--- config.mk ---
export PLATFORM = sky130hd
export DESIGN_NAME = mult_seq_param_flat
export DESIGN_NICKNAME = d
export VERILOG_FILES = /design/src/rtl/mult_seq_param_if.sv /design/src/rtl/mult_seq_param.sv /design/src/flat_wrapper.sv
export SDC_FILE = /design/constraint.sdc
export NUM_CORES = 1
export LEC_CHECK = 0
export CAP_MARGIN = 20
export CORE_UTILIZATION = 34
export DETAILED_ROUTE_END_ITERATION = 7
export DONT_BUFFER_PORTS = 1
export HOLD_SLACK_MARGIN = 0.05
export PLACE_DENSITY = 0.49
export SYNTH_ARGS = -nofsm -noshare
export SYNTH_HDL_FRONTEND = slang
export SYNTH_SLANG_ARGS = --single-unit
export TNS_END_PERCENT = 20
--- constraint.sdc ---
create_clock -name clk -period 11.35 [get_ports clk]
set_input_delay 0.5675 -clock clk [delete_from_list [all_inputs] [get_ports clk]]
set_output_delay 0.5675 -clock clk [all_outputs]
set_load 0.01 [all_outputs]
--- src/rtl/mult_seq_param_if.sv ---
// ---------------------------------------------------------------------------
// mult_seq_param_if
// Operand/result handshake bundle for the iterative shift-add multiplier.
//   in_valid / in_ready : operand transaction handshake (producer -> core)
//   in_signed           : 1 = operands are two's complement, 0 = unsigned
//   A, B                : WIDTH-bit multiplicand and multiplier
//   out_valid/out_ready : result handshake (core -> consumer), P held until taken
//   P                   : 2*WIDTH-bit product
//   busy                : core is iterating on a transaction
// The slave modport is the multiplier core; master is whoever drives it.
// ---------------------------------------------------------------------------
interface mult_seq_param_if #(
    parameter int WIDTH = 8
);
    logic                   in_valid;
    logic                   in_ready;
    logic                   in_signed;
    logic [WIDTH-1:0]       A;
    logic [WIDTH-1:0]       B;
    logic                   out_valid;
    logic                   out_ready;
    logic [2*WIDTH-1:0]     P;
    logic                   busy;

    modport master (
        output in_valid,
        output in_signed,
        output A,
        output B,
        output out_ready,
        input  in_ready,
        input  out_valid,
        input  P,
        input  busy
    );

    modport slave (
        input  in_valid,
        input  in_signed,
        input  A,
        input  B,
        input  out_ready,
        output in_ready,
        output out_valid,
        output P,
        output busy
    );
endinterface

--- src/rtl/mult_seq_param.sv ---
// ---------------------------------------------------------------------------
// mult_seq_param
// Parametrised iterative shift-add multiplier. Operands are accepted in IDLE,
// reduced to magnitudes plus a result-sign flag, and BPC multiplier bits are
// retired per cycle for STEPS = WIDTH/BPC cycles. The product is presented
// on a held valid/ready output handshake.
// Ports:
//   clk   : rising-edge clock
//   rst_n : asynchronous active-low reset
//   bus   : mult_seq_param_if slave modport (operand and result handshakes)
// Parameters:
//   WIDTH : operand width, >= 2 and a multiple of BPC
//   BPC   : multiplier bits retired per cycle (1, 2 or 4)
// ---------------------------------------------------------------------------
module mult_seq_param #(
    parameter int WIDTH = 8,
    parameter int BPC   = 2
) (
    input  logic            clk,
    input  logic            rst_n,
    mult_seq_param_if.slave bus
);

    localparam int STEPS  = WIDTH / BPC;
    localparam int STEP_W = (STEPS > 1) ? $clog2(STEPS) : 1;
    localparam int PW     = 2 * WIDTH;

    typedef enum logic [1:0] {
        S_IDLE,
        S_BUSY,
        S_DONE
    } state_t;

    state_t              r_state;
    state_t              w_nextState;

    logic [WIDTH-1:0]    r_magA;
    logic [WIDTH-1:0]    r_magB;
    logic                r_neg;
    logic [PW-1:0]       r_acc;
    logic [PW-1:0]       r_p;
    logic [STEP_W-1:0]   r_step;
    logic                r_outValid;

    logic                w_accept;
    logic                w_lastStep;
    logic [WIDTH-1:0]    w_magAIn;
    logic [WIDTH-1:0]    w_magBIn;
    logic                w_negIn;
    logic [PW-1:0]       w_aExt;
    logic [PW-1:0]       w_digitExt;
    logic [PW-1:0]       w_prod;
    logic [31:0]         w_shamt;
    logic [PW-1:0]       w_row;
    logic [PW-1:0]       w_sum;
    logic [PW-1:0]       w_result;

    // Operand conditioning. The magnitude lives in WIDTH unsigned bits, so the
    // most-negative input negates to 2^(WIDTH-1) without losing information.
    always_comb begin
        w_accept = (r_state == S_IDLE) && bus.in_valid;
        w_magAIn = (bus.in_signed && bus.A[WIDTH-1]) ? -bus.A : bus.A;
        w_magBIn = (bus.in_signed && bus.B[WIDTH-1]) ? -bus.B : bus.B;
        w_negIn  = bus.in_signed && (bus.A[WIDTH-1] ^ bus.B[WIDTH-1]);
    end

    // One partial-product row per cycle: magnitude A times the low BPC bits of
    // the (already shifted) multiplier, aligned to the current step position.
    // The final product is formed from acc+row so the last row needs no extra
    // cycle, and the sign is applied only once at the end.
    always_comb begin
        w_aExt     = PW'(r_magA);
        w_digitExt = PW'(r_magB[BPC-1:0]);
        w_prod     = w_aExt * w_digitExt;
        w_shamt    = 32'(r_step) * 32'(BPC);
        w_row      = w_prod << w_shamt;
        w_sum      = r_acc + w_row;
        w_result   = r_neg ? -w_sum : w_sum;
        w_lastStep = (r_step == STEP_W'(STEPS - 1));
    end

    // State register.
    always_ff @(posedge clk or negedge rst_n) begin
        if (!rst_n) begin
            r_state <= S_IDLE;
        end else begin
            r_state <= w_nextState;
        end
    end

    // Next-state logic. Operands offered outside IDLE are simply not seen.
    always_comb begin
        w_nextState = r_state;
        case (r_state)
            S_IDLE: if (bus.in_valid) w_nextState = S_BUSY;
            S_BUSY: if (w_lastStep)   w_nextState = S_DONE;
            S_DONE: if (bus.out_ready) w_nextState = S_IDLE;
            default: w_nextState = S_IDLE;
        endcase
    end

    // Datapath registers. Reset clears everything, dropping any in-flight
    // transaction. P is only rewritten on completion so it stays stable
    // while DONE waits for the consumer.
    always_ff @(posedge clk or negedge rst_n) begin
        if (!rst_n) begin
            r_magA     <= '0;
            r_magB     <= '0;
            r_neg      <= 1'b0;
            r_acc      <= '0;
            r_step     <= '0;
            r_p        <= '0;
            r_outValid <= 1'b0;
        end else begin
            case (r_state)
                S_IDLE: begin
                    if (w_accept) begin
                        r_magA <= w_magAIn;
                        r_magB <= w_magBIn;
                        r_neg  <= w_negIn;
                        r_acc  <= '0;
                        r_step <= '0;
                    end
                end
                S_BUSY: begin
                    r_acc  <= w_sum;
                    r_magB <= r_magB >> BPC;
                    r_step <= r_step + STEP_W'(1);
                    if (w_lastStep) begin
                        r_p        <= w_result;
                        r_outValid <= 1'b1;
                    end
                end
                S_DONE: begin
                    if (bus.out_ready) begin
                        r_outValid <= 1'b0;
                    end
                end
                default: begin
                    r_outValid <= 1'b0;
                end
            endcase
        end
    end

    // All outputs come straight from registers or state decode.
    assign bus.in_ready  = (r_state == S_IDLE);
    assign bus.busy      = (r_state == S_BUSY);
    assign bus.out_valid = r_outValid;
    assign bus.P         = r_p;

endmodule
--- src/flat_wrapper.sv ---
// flat-port wrapper written by rule: the top's interface ports become plain ports
module mult_seq_param_flat 
#(
    parameter int WIDTH = 8,
    parameter int BPC   = 2
)
  (clk, rst_n, bus_in_valid, bus_in_signed, bus_A, bus_B, bus_out_ready, bus_in_ready, bus_out_valid, bus_P, bus_busy);
  mult_seq_param_if #(.WIDTH(WIDTH)) bus_i ();
  input  logic clk;
  input  logic rst_n;
  input wire logic [$bits(bus_i.in_valid)-1:0] bus_in_valid;
  input wire logic [$bits(bus_i.in_signed)-1:0] bus_in_signed;
  input wire logic [$bits(bus_i.A)-1:0] bus_A;
  input wire logic [$bits(bus_i.B)-1:0] bus_B;
  input wire logic [$bits(bus_i.out_ready)-1:0] bus_out_ready;
  output wire logic [$bits(bus_i.in_ready)-1:0] bus_in_ready;
  output wire logic [$bits(bus_i.out_valid)-1:0] bus_out_valid;
  output wire logic [$bits(bus_i.P)-1:0] bus_P;
  output wire logic [$bits(bus_i.busy)-1:0] bus_busy;
  assign bus_i.in_valid = bus_in_valid;
  assign bus_i.in_signed = bus_in_signed;
  assign bus_i.A = bus_A;
  assign bus_i.B = bus_B;
  assign bus_i.out_ready = bus_out_ready;
  assign bus_in_ready = bus_i.in_ready;
  assign bus_out_valid = bus_i.out_valid;
  assign bus_P = bus_i.P;
  assign bus_busy = bus_i.busy;
  mult_seq_param #(.WIDTH(WIDTH), .BPC(BPC)) u_core (.clk(clk), .rst_n(rst_n), .bus(bus_i));
endmodule
# Word-level counts from Yosys, hierarchy flattened
# Index checks and enable logic that the tools add are counted.
[word_totals] reg_bits=54 latchBits=0 ram_bits=0 romBits=0 in_bits=21 word_cells=51 mem_count=0
[classes] addsub=5 multipliers=1 div=0 magnitude_cmp=0 eq_ne=7 shift=1 n_mux=16 n_bitwise=2 reduce_logical=11
[ops] cell="16-bit 2-to-1 mux" n=2
[ops] cell="16-bit case mux with 2 select lines" n=1
[ops] cell="8-bit 2-to-1 mux" n=3
[ops] cell="16-bit adder" n=1
[ops] cell="16-bit negator" n=1
[ops] cell="8-bit negator" n=2
[ops] cell="8-bit case mux with 2 select lines" n=1
[ops] cell="10-bit by 3-bit << shifter with 16-bit output" n=1
[ops] cell="8-bit by 2-bit multiplier with 10-bit output" n=1
[ops] cell="2-bit 2-to-1 mux" n=4
[ops] cell="2-bit case mux with 3 select lines" n=1
[ops] cell="2-bit AND reduction" n=3
[ops] cell="3-bit AND reduction" n=2
[ops] cell="2-bit equality test (second input constant)" n=2
[ops] cell="1-bit logical AND" n=4
[ops] cell="2-bit by 1-bit inequality test with 1-bit output (second input constant)" n=2
[ops] cell="2-bit inequality test (second input constant)" n=2
[ops] cell="2-bit case mux with 2 select lines" n=1
[ops] cell="1-bit case mux with 3 select lines" n=1
[ops] cell="2-bit by 1-bit adder with 2-bit output (second input constant)" n=1
[ops] cell="2-bit by 1-bit equality test with 1-bit output (second input constant)" n=1
[ops] cell="2-bit logical NOT" n=1
[ops] cell="1-bit 2-to-1 mux" n=2
[ops] cell="2-bit nonzero test" n=1
[ops] cell="2 further kinds" n=2

# Longest topological paths before layout
# Gate-level depths: netlist of the first run.
[logic_depth] depth_word=5 mapped_depth=23

# Least setup slack after synthesis of the first run
# Ideal clock, no wire load.
[synth_path] kind="register -> register" start="register u_core.r_magB[0]" end="register u_core.r_p[15], in the netlist u_core.bus.P[15]" setup_ns=0.125 arrival_ns=4.269 required_time_ns=11.225 setup_slack_ns=6.956 stages_incl_launch_ff=24 n_path_buf=2 period_less_slack_ns=4.394 path_cell_list="dfrtp_1 -> clkbuf_1 -> and2_1 -> ha_1 -> inv_1 -> fa_1 -> nor2b_1 -> o31a_1 -> o21a_1 -> nor2_1 -> xnor2_1 -> mux2_2 -> nor2_1 -> a21oi_1 -> ha_1 -> buf_2 -> o21a_1 -> o21ai_0 -> a221o_1 -> a211o_1 -> and4bb_1 -> a41o_1 -> xor2_1 -> mux2_2"
[synth_between] elab_chain_len=5
[synth_lines] item="start, declared" line_no="mult_seq_param.sv:38" source="logic [WIDTH-1:0] r_magB;"
[synth_lines] item="start signal, assigned" line_no="mult_seq_param.sv:119" source="r_magB <= w_magBIn;"
[synth_lines] item="start signal, assigned" line_no="mult_seq_param.sv:127" source="r_magB <= r_magB >> BPC;"
[synth_lines] item="8-bit by 2-bit multiplier with 10-bit output *" line_no="mult_seq_param.sv:74" source="w_prod = w_aExt * w_digitExt;"
[synth_lines] item="10-bit by 3-bit << shifter with 16-bit output *" line_no="mult_seq_param.sv:76" source="w_row = w_prod << w_shamt;"
[synth_lines] item="16-bit adder *" line_no="mult_seq_param.sv:77" source="w_sum = r_acc + w_row;"
[synth_lines] item="16-bit negator" line_no="mult_seq_param.sv:78" source="w_result = r_neg ? -w_sum : w_sum;"
[synth_lines] item="16-bit 2-to-1 mux *" line_no="mult_seq_param.sv:78"
[synth_lines] item="end signal, assigned" line_no="mult_seq_param.sv:130" source="r_p <= w_result;"
[synth_lines] item="end, declared" line_no="mult_seq_param.sv:41" source="logic [PW-1:0] r_p;"
# Every way passes the cells marked *; elsewhere a longest branch is shown, timed or not.
# A chain may end at the register's enable or synchronous reset.

# Worst setup path in the final report of the first run
# Same ends and word-level chain as after synthesis.

==> flow_metrics.py, run 1 <==
metrics = {
    "cts": {
        "cts_tree": "yes",
        "cts_hold_buf": 1,
        "clockBufferDepth": 2,
        "cts_root_buffer": "clkbuf_16",
        "numCtsBuffers": 5,
        "cts.repair.resized": 0,
        "insertion_delay_ns": 0.29,
        "htreeDepth": 2,
        "postCtsSetupBuffers": 0,
        "path_clk_slew_ns": 0.07,
        "clock_sinks": 54,
    },
    "outcome": {
        "status": "finished with violations",
        "failed_checks": "design-rule violations",
    },
    "worst_setup_path": {
        "crit_chain": "and2_1 > ha_1 > inv_1 > fa_1 > nor2b_1 > o31a_1 > o21a_1 > nor2_1 > xnor2_1 > mux2_2 > nand2_1 > o21ai_0 > ha_1 > a2111oi_0 > a221o_1 > a211o_1 > and4bb_1 > a41o_1 > xor2_1 > mux2_2",
        "critPathMaxFanout": 11,
        "cp_top_family": "compound AO/OA/AOI/OAI gates",
        "critPathLaunchType": "flip-flop",
        "cp_slowest_stage_delay_ns": 0.62,
        "end_kind": "flip-flop",
        "path_buf_inv": 1,
        "cp.required_ns": 11.53,
        "critPathSlowestCell": "a2111oi_0",
        "arrival_ns": 4.94,
        "setup.worst_path.class": "reg2reg",
    },
    "synth": {
        "synthXorXnorAreaFrac": 0.0919,
        "synth-main-ff-cell": "dfrtp_1",
        "yosys-top-cells-area": "dfrtp_1, ha_1, o21ai_0",
        "synth_top_area_frac": 0.332,
        "synth_top_family_by_area": "compound AO/OA/AOI/OAI gates",
        "synthMuxAreaShare": 0.0280,
        "ys_seq_area_frac": 0.332,
        "synth_fa_ha_area_frac": 0.0897,
        "yosysWarnings": 0,
        "async_flop_share": 1.00,
        "synth_nets": 523,
        "synth.avg_cell_area_um2": 8.59,
        "syn_inst": 474,
        "synth-edff-count": 0,
        "ys_ff_latch": 54,
        "yosysTopAreaCell": "dfrtp_1",
        "post_synth_instance_area_mm2": 0.00407,
        "synth_compound_area_frac": 0.241,
        "yosysUniqueCellTypes": 62,
        "synth-simple-area-share": 0.179,
    },
    "die": {
        "chipHeight_um": 111,
        "dieArea_mm2": 0.0124,
        "rows": 39,
        "initial_utilization": 0.352,
        "io_pins": 40,
        "core-area_mm2": 0.0116,
        "die_w_um": 111,
    },
    "sta": {
        "rsz0062_at_grt": "false",
        "hold_viol": 0,
        "fmax_mhz": 210,
        "maxSlewViolCount": 0,
        "fin_crit_ns": 4.76,
        "finalSetupTns_ns": 0,
        "slew_headroom": 0.389,
        "fin_crit_sh": 0.420,
        "skew_ns": 0.00666,
        "setup_viol": 0,
        "worstMarginPinSlew_ns": 0.915,
    },
    "final_layout": {
        "fin_util": 0.375,
        "layout_common_cells": "o21ai_0, nand2_1, dfrtp_1",
        "area_growth_pct": 6.54,
        "antenna_cells": 0,
        "drive_gt1_frac": 0.0582,
        "fill_cells": 1225,
        "final_net_count": 513,
        "final_common_cell": "o21ai_0",
        "stdcell_count": 607,
    },
    "detailed_routing": {
        "drt_wl_total_mm": 9.37,
        "vias": 3233,
        "drt-initial-drc-count": 150,
        "routed_via_density": 5.33,
        "ant_nets": 0,
        "drc": 4,
        "firstDrtPassIters": 6,
        "wl_per_cell_um": 15.4,
    },
    "grt": {
        "overflow": 0,
        "antenna_found_initial": 0,
        "grtUsageTotal": 0.158,
        "grt_pass1_wl_mm": 16.0,
        "grt_max_degree": 55,
        "grt_pass1_vias": 3197,
    },
    "placement": {
        "dp_hpwl_mm": 7.08,
        "post-place-cells": 599,
        "port_buffers": 0,
        "place.gp.congestion": 0.794,
    },
    "power_and_ir_drop": {
        "p_leak_uw": 0.00187,
        "ir_drop_mv": 0.153,
        "powerDensity_mw_per_mm2": 338,
    },
    "worst_hold_path": {
        "holdCritPathClass": "in2async",
    },
    "flow_run": {
        "maxCapViolCount": 0,
    },
}
## layer usage
layer,global-route usage,share of wire,up-vias
met3,0.0245,0.028,6
met1,0.220,0.51,1522
met2,0.259,0.45,51
met5,0,0,-
met4,0.0333,0.0088,0
li1,-,-,1654
## through the flow
stage,cell area [um^2],total power (uW),hold slack (ns),setup slack (ns)
CTS,4340,1480,0.143,6.56
global placement,4180,1310,0.273,6.66
finish,4340,1470,0.135,6.59
floorplan,4070,1120,0.272,6.96
detailed placement,4180,1310,0.273,6.59
global route,4340,1610,0.155,6.12
## where the power goes
| part | switching [uW] | internal [uW] |
|---|---|---|
| clock network | 71.0 | 80.9 |
| registers | 93.3 | 276 |
| logic | 575 | 370 |
| total | 739 | 727 |
## registers in the layout, summed over array words and instances (netlist names)
signal / count
u_core.bus.P: 16
u_core.bus.out_valid: 1
u_core.r_acc: 16
u_core.r_magA: 8
u_core.r_magB: 8
u_core.r_neg: 1
u_core.r_state: 2
u_core.r_step: 2
## final timing paths
check / from / cells after the start / slack (ns) / to
worst min-delay path: rst_n / 1 / 0.13 / u_core.bus.P[3]
worst max register to register: u_core.r_magB[0] / 20 / 6.59 / u_core.bus.P[15]
min in group clk: bus_B[7] / 2 / 0.40 / u_core.r_magB[7]
worst max-delay path: u_core.r_magB[0] / 20 / 6.59 / u_core.bus.P[15]
max in group asynchronous: rst_n / 1 / 10.97 / u_core.r_acc[13]
worst min register to register: u_core.r_magA[5] / 2 / 0.50 / u_core.r_magA[5]
## area by class of cell
class	count	area (um^2)	share of cell area
multi-input combinational	382	2560	0.591
sequential	54	1350	0.311
tap	143	179	0.0412
timing repair buffer	3	42.5	0.00980
clock buffer	6	129	0.0297
inverter	18	67.6	0.0156
clock inverter	1	7.51	0.00173
## cells in the mapped netlist (2+ instances only)
cell type / n
a211oi_2: 2
a21o_1: 7
a21oi_1: 24
a221o_1: 2
a22oi_1: 6
a31oi_1: 5
and2_1: 17
and3_1: 2
buf_1: 2
clkbuf_1: 14
dfrtp_1: 54
fa_1: 2
ha_1: 26
inv_1: 17
mux2_2: 3
mux2i_1: 8
nand2_1: 56
nand2b_1: 5
nand3_1: 26
nand4_1: 3
nor2_1: 28
nor2b_1: 5
nor3_1: 5
nor3b_1: 2
o211ai_1: 4
o21a_1: 4
o21ai_0: 59
o21ai_1: 7
o21bai_1: 2
o22ai_1: 2
o31ai_1: 5
or3_1: 2
xnor2_1: 26
xor2_1: 13
xor2_2: 2
## cell families (layout without fill, tap and decap cells)
kind of cell	after synthesis	in the layout
buffers and inverters	38	28
AOI/OAI and AO/OA	148	148
and+or+nand+nor	154	154
adders and majority gates	28	28
xor gates and xnor gates	41	41
muxes	11	11
DFF	54	54
No activity file was read; power rests on OpenSTA's default activity.
==> run 2: changes to the inputs <==
Clock period 11.35 ns to 4.57 ns, I/O delays scaled along.
==> run 2 against run 1 <==
The flow still finishes with violations (design-rule violations); via count grew 6.5%; cell area grew 10%; first-iteration DRC count grew 13%; non-clock buffer count grew 35; clock power grew to 2.7 times the previous value; count of clock-buffer cells in the layout grew 1; flip-flop and latch count is the same; fmax grew 7.3%; largest power group unchanged; highest routed layer unchanged.
==> flow_metrics.py, run 2 (synthesis gave the netlist of run 1 again) <==
metrics = {
    "outcome": {
        "status": "finished with violations",
        "failed_checks": "design-rule violations",
    },
    "grt": {
        "grt_use_met2": 0.264,
        "grt_pass1_vias": 3339,
        "top_usage_layer": "met2",
        "grtUsageTotal": 0.164,
        "grt_pass1_wl_mm": 16.4,
        "grt_max_degree": 55,
        "grtUsageMet3": 0.0261,
        "overflow": 0,
        "use_met1": 0.223,
        "antenna_found_initial": 0,
    },
    "power_and_ir_drop": {
        "ir_drop_mv": 0.285,
        "p_int_uw": 2230,
        "power_switching_uw": 2030,
        "p_leak_uw": 0.00207,
        "clockPowerShare": 0.098,
        "seqPwrFrac": 0.216,
        "powerDensity_mw_per_mm2": 889,
        "p_sw_frac": 0.476,
        "p_comb_frac": 0.686,
    },
    "worst_setup_path": {
        "cp.required_ns": 4.75,
        "critPathLaunchType": "flip-flop",
        "critPathMaxFanout": 6,
        "end_kind": "flip-flop",
        "arrival_ns": 4.62,
        "setup.worst_path.class": "reg2reg",
    },
    "detailed_routing": {
        "ant_nets": 0,
        "vias": 3442,
        "firstDrtPassIters": 7,
        "wl_per_cell_um": 15.5,
        "drt-initial-drc-count": 169,
        "drc": 4,
        "drt_wl_total_mm": 9.96,
        "routed_via_density": 5.35,
    },
    "cts": {
        "cts_tree": "yes",
        "htreeDepth": 2,
        "clock_sinks": 54,
        "clockBufferDepth": 2,
        "numCtsBuffers": 5,
        "insertion_delay_ns": 0.30,
        "cts_root_buffer": "clkbuf_16",
        "path_clk_slew_ns": 0.07,
    },
    "sta": {
        "finalSetupTns_ns": 0,
        "fin_crit_sh": 0.971,
        "worstMarginPinSlew_ns": 0.738,
        "hold_viol": 0,
        "fmax_mhz": 225,
        "maxSlewViolCount": 0,
        "setup_viol": 0,
        "slew_headroom": 0.508,
        "rsz0062_at_grt": "true",
        "skew_ns": 0.00404,
        "fin_crit_ns": 4.44,
    },
    "final_layout": {
        "final_net_count": 548,
        "area_growth_pct": 17.7,
        "layout_common_cells": "o21ai_0, nand2_1, dfrtp_1",
        "antenna_cells": 0,
        "regArea_mm2": 0.00135,
        "drive_gt1_frac": 0.178,
        "multi_input_area_mm2": 0.00272,
        "fill_cells": 1146,
        "final_common_cell": "o21ai_0",
        "design_area_mm2": 0.00479,
    },
    "worst_hold_path": {
        "holdCritPathClass": "in2reg",
    },
    "die": {
        "io_pins": 40,
        "dieArea_mm2": 0.0124,
        "core-area_mm2": 0.0116,
        "rows": 39,
        "die_w_um": 111,
        "initial_utilization": 0.352,
        "chipHeight_um": 111,
    },
    "flow_run": {
        "maxCapViolCount": 0,
    },
    "placement": {
        "port_buffers": 0,
        "placed_cell_area_mm2": 0.00431,
        "dp_hpwl_mm": 7.37,
        "place.gp.congestion": 0.818,
    },
}
[run 2: cell count changes in the layout (fill, tap and decap cells not counted), sizes merged]
cell,change
clkinv,+1
buf,+34
clkinvlp,-1
clkbuf,+1
dlygate4sd3,+1
[run 2: critical path, cell delays in order, from the launching register on]
cell and delay, ns:
dfrtp_2 0.44, and2_4 0.15, ha_4 0.15, inv_2 0.05
fa_2 0.22, nor2b_2 0.05, o31a_1 0.34, o21a_1 0.21
nor2_1 0.13, xnor2_1 0.11, mux2_4 0.29, nor2_2 0.09
a21oi_2 0.04, ha_2 0.41, o21a_1 0.18, o21ai_2 0.07
a221o_1 0.29, a211o_1 0.31, and4bb_1 0.21, a41o_1 0.19
xor2_1 0.14, mux2_2 0.25
[run 2: area by class of cell]
class,count,area share
multi-input cells,382,0.568
flip-flops and latches,54,0.282
inverters,18,0.0141
well taps,143,0.0373
clock buffers,7,0.0318
clock inverters,1,0.00183
repair buffers,38,0.0650
[run 2: path summary, 6_finish.rpt]
check / startpoint / slack [ns] / to / depth (start not counted)
hold / removal: bus_B[7] / 0.06 / u_core.r_magB[7] / 2
setup / recovery: u_core.r_magB[1] / 0.13 / u_core.bus.P[15] / 21
hold reg to reg: u_core.r_magA[3] / 0.50 / u_core.r_magA[3] / 2
max in group asynchronous: rst_n / 3.87 / u_core.r_magB[1] / 2
setup reg to reg: u_core.r_magB[1] / 0.13 / u_core.bus.P[15] / 21
min in group asynchronous: rst_n / 0.44 / u_core.bus.P[2] / 2
[run 2: metrics by stage]
stage | instances | hold WS (ns) | setup slack, ns | utilization | power, uW
6_report | 643 | 0.0607 | 0.131 | 0.414 | 4260
5_1_grt | 643 | 0.0537 | -0.0815 | 0.414 | 4660
4_1_cts | 629 | 0.0575 | 0.0136 | 0.392 | 4040
3_5_place_dp | 617 | -0.0659 | -0.111 | 0.373 | 3570
3_3_place_gp | 617 | -0.0661 | -0.0371 | 0.373 | 3540
2_1_floorplan | 474 | -0.0671 | 0.176 | - | 2780
[run 2: metal layers]
| metal | vias to the layer above | part of all wire |
|---|---|---|
| met3 | 12 | 0.032 |
| met2 | 59 | 0.47 |
| met5 | - | 0 |
| met4 | 0 | 0.016 |
| met1 | 1632 | 0.48 |
| li1 | 1739 | - |
[run 2: timing repair]
action                                  CTS  global route
gates resized for setup                   5            30
pin swaps                                 1            27
endpoints found under the setup margin    3             8
setup buffers                             2            14
endpoints found under the hold margin    54             0
hold buffers                              2             0
[run 2: power by group through the flow]
stage               combinational, uW  clock, uW  sequential [uW]
finish                           2920        416              920
global route                     3260        446              953
CTS                              2700        431              915
detailed placement               2640          0              929
global placement                 2620          0              921
floorplan                        1960          0              823
